### src/rtl/regfile_scoreboard_if.sv
// Decode/write-back port bundle for the register file with pending-write scoreboard.
interface regfile_scoreboard_if #(
  parameter int XLEN  = 32,
  parameter int NREGS = 32
);
  localparam int AW = $clog2(NREGS);

  logic            wb_regwrite;
  logic [AW-1:0]   wb_rd;
  logic [XLEN-1:0] wb_write_data;
  logic [AW-1:0]   rs1_addr;
  logic [AW-1:0]   rs2_addr;
  logic            rs1_used;
  logic            rs2_used;
  logic            issue_valid;
  logic            issue_regwrite;
  logic [AW-1:0]   issue_rd;
  logic            flush;
  logic [XLEN-1:0] rs1_data;
  logic [XLEN-1:0] rs2_data;
  logic            stall;
  logic [31:0]     write_count;
  logic [XLEN-1:0] last_wb_data;

  modport master (
    output wb_regwrite, wb_rd, wb_write_data, rs1_addr, rs2_addr, rs1_used, rs2_used,
           issue_valid, issue_regwrite, issue_rd, flush,
    input  rs1_data, rs2_data, stall, write_count, last_wb_data
  );

  modport slave (
    input  wb_regwrite, wb_rd, wb_write_data, rs1_addr, rs2_addr, rs1_used, rs2_used,
           issue_valid, issue_regwrite, issue_rd, flush,
    output rs1_data, rs2_data, stall, write_count, last_wb_data
  );
endinterface

### src/rtl/regfile_scoreboard.sv
// Write-back register file with WB->decode bypass and per-register pending-write
// counters that hold decode until outstanding writes to its sources have landed.
module regfile_scoreboard #(
  parameter int XLEN   = 32,
  parameter int NREGS  = 32,
  parameter int PEND_W = 2
) (
  input  logic                clk,
  input  logic                reset,
  regfile_scoreboard_if.slave bus
);
  localparam int AW = $clog2(NREGS);
  localparam logic [PEND_W-1:0] PMAX = '1;

  logic [XLEN-1:0]   regs     [NREGS];
  logic [PEND_W-1:0] pend     [NREGS];
  logic [PEND_W-1:0] pend_eff [NREGS];
  logic [NREGS-1:0]  inc, dec;
  logic              wb_commit, accept;
  logic              busy1, busy2, full_rd;

  assign wb_commit = bus.wb_regwrite && (bus.wb_rd != '0);

  // Per-register scoreboard: count still outstanding after this cycle's WB retires.
  for (genvar i = 0; i < NREGS; i++) begin : g_sb
    assign dec[i]      = wb_commit && (bus.wb_rd == AW'(i)) && (pend[i] != '0);
    assign inc[i]      = accept && (bus.issue_rd == AW'(i));
    assign pend_eff[i] = pend[i] - PEND_W'(dec[i]);

    // Flush wins over any same-cycle issue or retire; dec never underflows.
    always_ff @(posedge clk or posedge reset) begin
      if (reset)          pend[i] <= '0;
      else if (bus.flush) pend[i] <= '0;
      else                pend[i] <= pend[i] + PEND_W'(inc[i]) - PEND_W'(dec[i]);
    end
  end

  // A source is busy only if a write stays pending after this cycle's WB (which bypasses).
  always_comb begin
    busy1   = (bus.rs1_addr != '0) && (pend_eff[bus.rs1_addr] != '0);
    busy2   = (bus.rs2_addr != '0) && (pend_eff[bus.rs2_addr] != '0);
    full_rd = bus.issue_regwrite && (bus.issue_rd != '0) && (pend_eff[bus.issue_rd] == PMAX);
    bus.stall = bus.issue_valid && ((bus.rs1_used && busy1) || (bus.rs2_used && busy2) || full_rd);
  end

  assign accept = bus.issue_valid && !bus.stall && bus.issue_regwrite && (bus.issue_rd != '0);

  // Read ports: x0 hardwired, same-cycle WB forwarded ahead of the array.
  always_comb begin
    bus.rs1_data = regs[bus.rs1_addr];
    if (bus.rs1_addr == '0)                          bus.rs1_data = '0;
    else if (wb_commit && bus.wb_rd == bus.rs1_addr) bus.rs1_data = bus.wb_write_data;
    bus.rs2_data = regs[bus.rs2_addr];
    if (bus.rs2_addr == '0)                          bus.rs2_data = '0;
    else if (wb_commit && bus.wb_rd == bus.rs2_addr) bus.rs2_data = bus.wb_write_data;
  end

  // Register array write; x0 is never committed so it stays zero.
  always_ff @(posedge clk or posedge reset) begin
    if (reset) begin
      for (int i = 0; i < NREGS; i++) regs[i] <= '0;
    end else if (wb_commit) begin
      regs[bus.wb_rd] <= bus.wb_write_data;
    end
  end

  // Debug: committed-write count (free-running wrap) and last committed value.
  always_ff @(posedge clk or posedge reset) begin
    if (reset) begin
      bus.write_count  <= '0;
      bus.last_wb_data <= '0;
    end else if (wb_commit) begin
      bus.write_count  <= bus.write_count + 32'd1;
      bus.last_wb_data <= bus.wb_write_data;
    end
  end
endmodule
### src/flat_wrapper.sv
// flat-port wrapper written by rule: the top's interface ports become plain ports
module regfile_scoreboard_flat 
#(
  parameter int XLEN   = 32,
  parameter int NREGS  = 32,
  parameter int PEND_W = 2
)
  (clk, reset, bus_wb_regwrite, bus_wb_rd, bus_wb_write_data, bus_rs1_addr, bus_rs2_addr, bus_rs1_used, bus_rs2_used, bus_issue_valid, bus_issue_regwrite, bus_issue_rd, bus_flush, bus_rs1_data, bus_rs2_data, bus_stall, bus_write_count, bus_last_wb_data);
  regfile_scoreboard_if #(.XLEN(XLEN), .NREGS(NREGS)) bus_i ();
  input  logic clk;
  input  logic reset;
  input wire logic [$bits(bus_i.wb_regwrite)-1:0] bus_wb_regwrite;
  input wire logic [$bits(bus_i.wb_rd)-1:0] bus_wb_rd;
  input wire logic [$bits(bus_i.wb_write_data)-1:0] bus_wb_write_data;
  input wire logic [$bits(bus_i.rs1_addr)-1:0] bus_rs1_addr;
  input wire logic [$bits(bus_i.rs2_addr)-1:0] bus_rs2_addr;
  input wire logic [$bits(bus_i.rs1_used)-1:0] bus_rs1_used;
  input wire logic [$bits(bus_i.rs2_used)-1:0] bus_rs2_used;
  input wire logic [$bits(bus_i.issue_valid)-1:0] bus_issue_valid;
  input wire logic [$bits(bus_i.issue_regwrite)-1:0] bus_issue_regwrite;
  input wire logic [$bits(bus_i.issue_rd)-1:0] bus_issue_rd;
  input wire logic [$bits(bus_i.flush)-1:0] bus_flush;
  output wire logic [$bits(bus_i.rs1_data)-1:0] bus_rs1_data;
  output wire logic [$bits(bus_i.rs2_data)-1:0] bus_rs2_data;
  output wire logic [$bits(bus_i.stall)-1:0] bus_stall;
  output wire logic [$bits(bus_i.write_count)-1:0] bus_write_count;
  output wire logic [$bits(bus_i.last_wb_data)-1:0] bus_last_wb_data;
  assign bus_i.wb_regwrite = bus_wb_regwrite;
  assign bus_i.wb_rd = bus_wb_rd;
  assign bus_i.wb_write_data = bus_wb_write_data;
  assign bus_i.rs1_addr = bus_rs1_addr;
  assign bus_i.rs2_addr = bus_rs2_addr;
  assign bus_i.rs1_used = bus_rs1_used;
  assign bus_i.rs2_used = bus_rs2_used;
  assign bus_i.issue_valid = bus_issue_valid;
  assign bus_i.issue_regwrite = bus_issue_regwrite;
  assign bus_i.issue_rd = bus_issue_rd;
  assign bus_i.flush = bus_flush;
  assign bus_rs1_data = bus_i.rs1_data;
  assign bus_rs2_data = bus_i.rs2_data;
  assign bus_stall = bus_i.stall;
  assign bus_write_count = bus_i.write_count;
  assign bus_last_wb_data = bus_i.last_wb_data;
  regfile_scoreboard #(.XLEN(XLEN), .NREGS(NREGS), .PEND_W(PEND_W)) u_core (.clk(clk), .reset(reset), .bus(bus_i));
endmodule
### config.mk
export PLATFORM = sky130hd
export DESIGN_NAME = regfile_scoreboard_flat
export DESIGN_NICKNAME = d
export VERILOG_FILES = /design/src/rtl/regfile_scoreboard_if.sv /design/src/rtl/regfile_scoreboard.sv /design/src/flat_wrapper.sv
export SDC_FILE = /design/constraint.sdc
export NUM_CORES = 2
export LEC_CHECK = 0
export CAP_MARGIN = 40
export CORE_MARGIN = 2
export CORE_UTILIZATION = 65
export DETAILED_ROUTE_END_ITERATION = 8
export PLACE_DENSITY = 0.84
export SLEW_MARGIN = 20
export SYNTH_ARGS = -nofsm -noshare
export SYNTH_HDL_FRONTEND = slang
export SYNTH_SLANG_ARGS = --single-unit
### constraint.sdc
create_clock -name clk -period 59.7 [get_ports clk]
set_input_delay 5.97 -clock clk [delete_from_list [all_inputs] [get_ports clk]]
set_output_delay 5.97 -clock clk [all_outputs]
set_load 0.01 [all_outputs]
==> metrics.txt <==
result of the run=finished clean; Synth Net Count=4555; die area=101000 um^2; Startpoint Class=input port; HP Class=reg -> reg; Post-Syn Area=63900 um^2; Setup Slack @ Placement=between 40 and 50 ns; VDD IR max=0.0239 mV; Starting Density=roughly 65%; CTS tree=yes; Routed WL=between 150000 and 200000 um; I/O pin cnt=about 190; number of synthesized flops with an enable pin=0; synth warn=0; Pwr per Cell Area=32.5 nW/um^2; post-CTS setup buffer count=0; Sequential Area=about 29000 um^2; Tcrit/Tclk final=approximately 29%; clock buffer depth=3; die width=318 um; number of nets in the layout=4530; Residual DRC=0; vias in the first global route=roughly 43000; proportion of netlist area held by the largest area contributor=45.1%; number of buffers created by CTS=117; final worst-path setup slack=42.34 ns; layout cells sized above 1=44.6%; fillcell total=5869; Synth area leader=dfrtp_1; Async S/R FF share, synth=100%; Root Buffer=clkbuf_16; Hold Path Cell Cnt=0; via/cell ratio=7.28; synthesized flop and latch total=between 1000 and 1500; Routed Antenna Nets=0; clk_skew=0.0151 ns; clk sinks=1152; initial antenna violation count=6; post-layout min period=17.36 ns; WS Path Type=in -> out; crit path DAT=~11 ns; main flop type after synthesis=dfrtp_1; Leakage=between 30 and 40 nW; Core Footprint=between 90000 and 100000 um^2; area grow syn2layout=11.8%; RSZ-0062 raised after global routing=false; Placer Congestion=0.975; via count=41970; Slew @ Worst Pin=~1.1 ns; largest net degree at the start of global routing=between 150 and 200; gr ovfl total=0; max_slew headroom=24.4%; unique cell type count in the Yosys netlist=69; multi-input combinational cell area=32800 um^2; Fin Setup TNS=0 ns; Clock Pin Slew Worst Setup and Hold Paths=approximately 0.060 ns; mean post-synth cell area=14.5 um^2; max frequency=around 58 MHz; Hold Violations, Final=0; # resized after CTS=0; routed wire length per instance=31.7 um; Critical R2R Launch=u_core.pend[51]; Synth Instances=4400; Hold-fix buffers, CTS=0; Crit. End Element=output port; Max Cap Viol=0; first-pass GRT wire length=277000 um; TritonRoute pass-1 iters=8; reg-to-reg setup timing slack=approximately 55 ns; GRT Total Usage=36.7%; worst endpoint required time=about 54 ns; Final HPWL DP=104000 um; clk_lat worst skew=approximately 0.75 ns; register area share after synthesis=between 40 and 50%; Reg-to-Reg End=u_core.pend[47]; endpoints failing setup=0; H-tree Lvls=3; critical-path maximum fanout=33; Hold Path Sink=u_core.regs[1012]; max-slew violations=0; num rows=115; reg2reg path depth=14; drt initial violations=~5000; port bufs=approximately 190; largest cells by area after synthesis=dfrtp_1 45%, mux4_2 21%, mux2_2 18%; Die Ht=318 um; Worst Hold Launch=u_core.regs[1012]
-- through the flow --
step | cells | instance area [um^2] | power [mW] | util [%] | hold WS (ns)
3_3_place_gp | 5488 | 66000 | 1.47 | 67.5 | 0.376
6_report | 5768 | 71400 | 2.32 | 73.0 | 0.397
2_1_floorplan | 4400 | 63900 | 1.36 | - | 0.441
3_5_place_dp | 5533 | 67000 | 1.51 | 68.4 | 0.384
5_1_grt | 5766 | 71400 | 2.40 | 73.0 | 0.409
4_1_cts | 5754 | 71200 | 2.32 | 72.8 | 0.398
-- cells in the final DEF, fill, tap and decap left out, types with 6 or more instances in the layout --
| cell | n |
|---|---|
| a211oi_1 | 105 |
| a21oi_1 | 33 |
| a31oi_1 | 7 |
| a32oi_1 | 7 |
| and2_1 | 17 |
| buf_12 | 13 |
| buf_16 | 24 |
| buf_4 | 71 |
| buf_8 | 23 |
| bufinv_16 | 21 |
| clkbuf_1 | 21 |
| clkbuf_16 | 117 |
| clkbuf_8 | 23 |
| clkdlybuf4s50_1 | 175 |
| clkinv_2 | 25 |
| dfrtp_1 | 1152 |
| ha_1 | 95 |
| inv_1 | 67 |
| inv_6 | 6 |
| mux2_2 | 993 |
| mux2i_1 | 109 |
| mux4_2 | 605 |
| nand2_1 | 149 |
| nand2_4 | 11 |
| nand2b_1 | 6 |
| nand3_1 | 34 |
| nand4_1 | 18 |
| nor2_1 | 153 |
| nor2_4 | 9 |
| nor2b_1 | 60 |
| nor3_1 | 13 |
| nor4_1 | 31 |
| o2111ai_1 | 6 |
| o21a_1 | 15 |
| o21ai_0 | 13 |
| xnor2_1 | 86 |
| xor2_1 | 50 |
-- worst max path at each step --
stage / start / to / cells after the start / slack, ns
4_1_cts: bus_wb_rd[4] / bus_stall / 13 / 42.35
3_5_place_dp: bus_wb_rd[4] / bus_stall / 13 / 42.39
3_3_place_gp: bus_wb_rd[4] / bus_stall / 13 / 42.54
2_1_floorplan: reset / u_core.bus.last_wb_data[0] / 1 / 21.28
5_1_grt: bus_wb_rd[2] / bus_stall / 14 / 42.18
6_report: bus_wb_rd[2] / bus_stall / 14 / 42.34
-- power by group --
| group | switching, mW | total (mW) | internal (mW) |
|---|---|---|---|
| logic | 0.191 | 0.489 | 0.298 |
| clock network | 0.329 | 0.810 | 0.481 |
| registers | 0.108 | 1.03 | 0.918 |
-- cell usage after synthesis (all sizes together), types with 3 or more instances --
| library cell | count |
|---|---|
| and4 | 5 |
| buf | 241 |
| o2111ai | 7 |
| or4 | 4 |
| nand2b | 6 |
| nor2b | 62 |
| o211ai | 5 |
| a211oi | 105 |
| mux2i | 109 |
| nor4 | 34 |
| a31oi | 7 |
| o21ai | 15 |
| dfrtp | 1152 |
| xor2 | 50 |
| nand3b | 4 |
| inv | 71 |
| nand4 | 20 |
| a21oi | 33 |
| mux2 | 993 |
| clkbuf | 219 |
| nor2 | 162 |
| xnor2 | 86 |
| nand2 | 164 |
| a311oi | 3 |
| a2111oi | 3 |
| nor3 | 17 |
| mux4 | 605 |
| nand3 | 38 |
| and3 | 3 |
| o21a | 16 |
| o32ai | 4 |
| or2 | 5 |
| nor3b | 5 |
| ha | 95 |
| and2 | 17 |
| a32oi | 7 |
| o311ai | 5 |
-- registers in the layout, indices dropped and copies added (netlist names) --
register / cells
u_core.bus.last_wb_data: 32
u_core.bus.write_count: 32
u_core.pend: 64
u_core.regs: 1024
-- layer usage --
metal	vias up	part of all wire, %	track usage (%)	routed length (um)
met5	-	0.0060	0	11
met4	2	4.7	16.8	8610
met2	2622	48	57.8	87800
li1	16596	-	-	-
met1	22166	37	49.1	67500
met3	584	10	8.59	18800
-- cell families after synthesis --
family	after synthesis	synth area share [%]
compound gates	220	2.49
xor+xnor	136	1.86
fa+ha+maj	95	1.86
buf+inv	532	3.90
flops	1152	45.1
mux	1707	40.5
other cells	1	0.00587
simple gates	557	4.23
-- critical path: stages --
cell	delay, ns
clkdlybuf4s50_1	0.70
nor2b_1	0.49
nor2b_1	0.57
nand2_4	0.59
nor2_1	0.35
ha_1	0.20
xnor2_1	0.21
nand2_1	0.11
mux4_2	0.48
nand3b_1	0.17
o2111ai_1	0.15
nand3_2	0.54
o21a_1	0.37
clkdlybuf4s50_1	0.47
-- layout make-up --
type                       count  share of cell area [%]
clock buffer                 161                    4.65
inverter                      72                   0.396
timing repair buffer         316                    5.08
antenna                        4                  0.0140
tap                         1287                    2.25
clock inverter                60                    1.29
sequential                  1152                    40.4
multi-input combinational   2716                    46.0
Power figures use the tool's default switching activity.
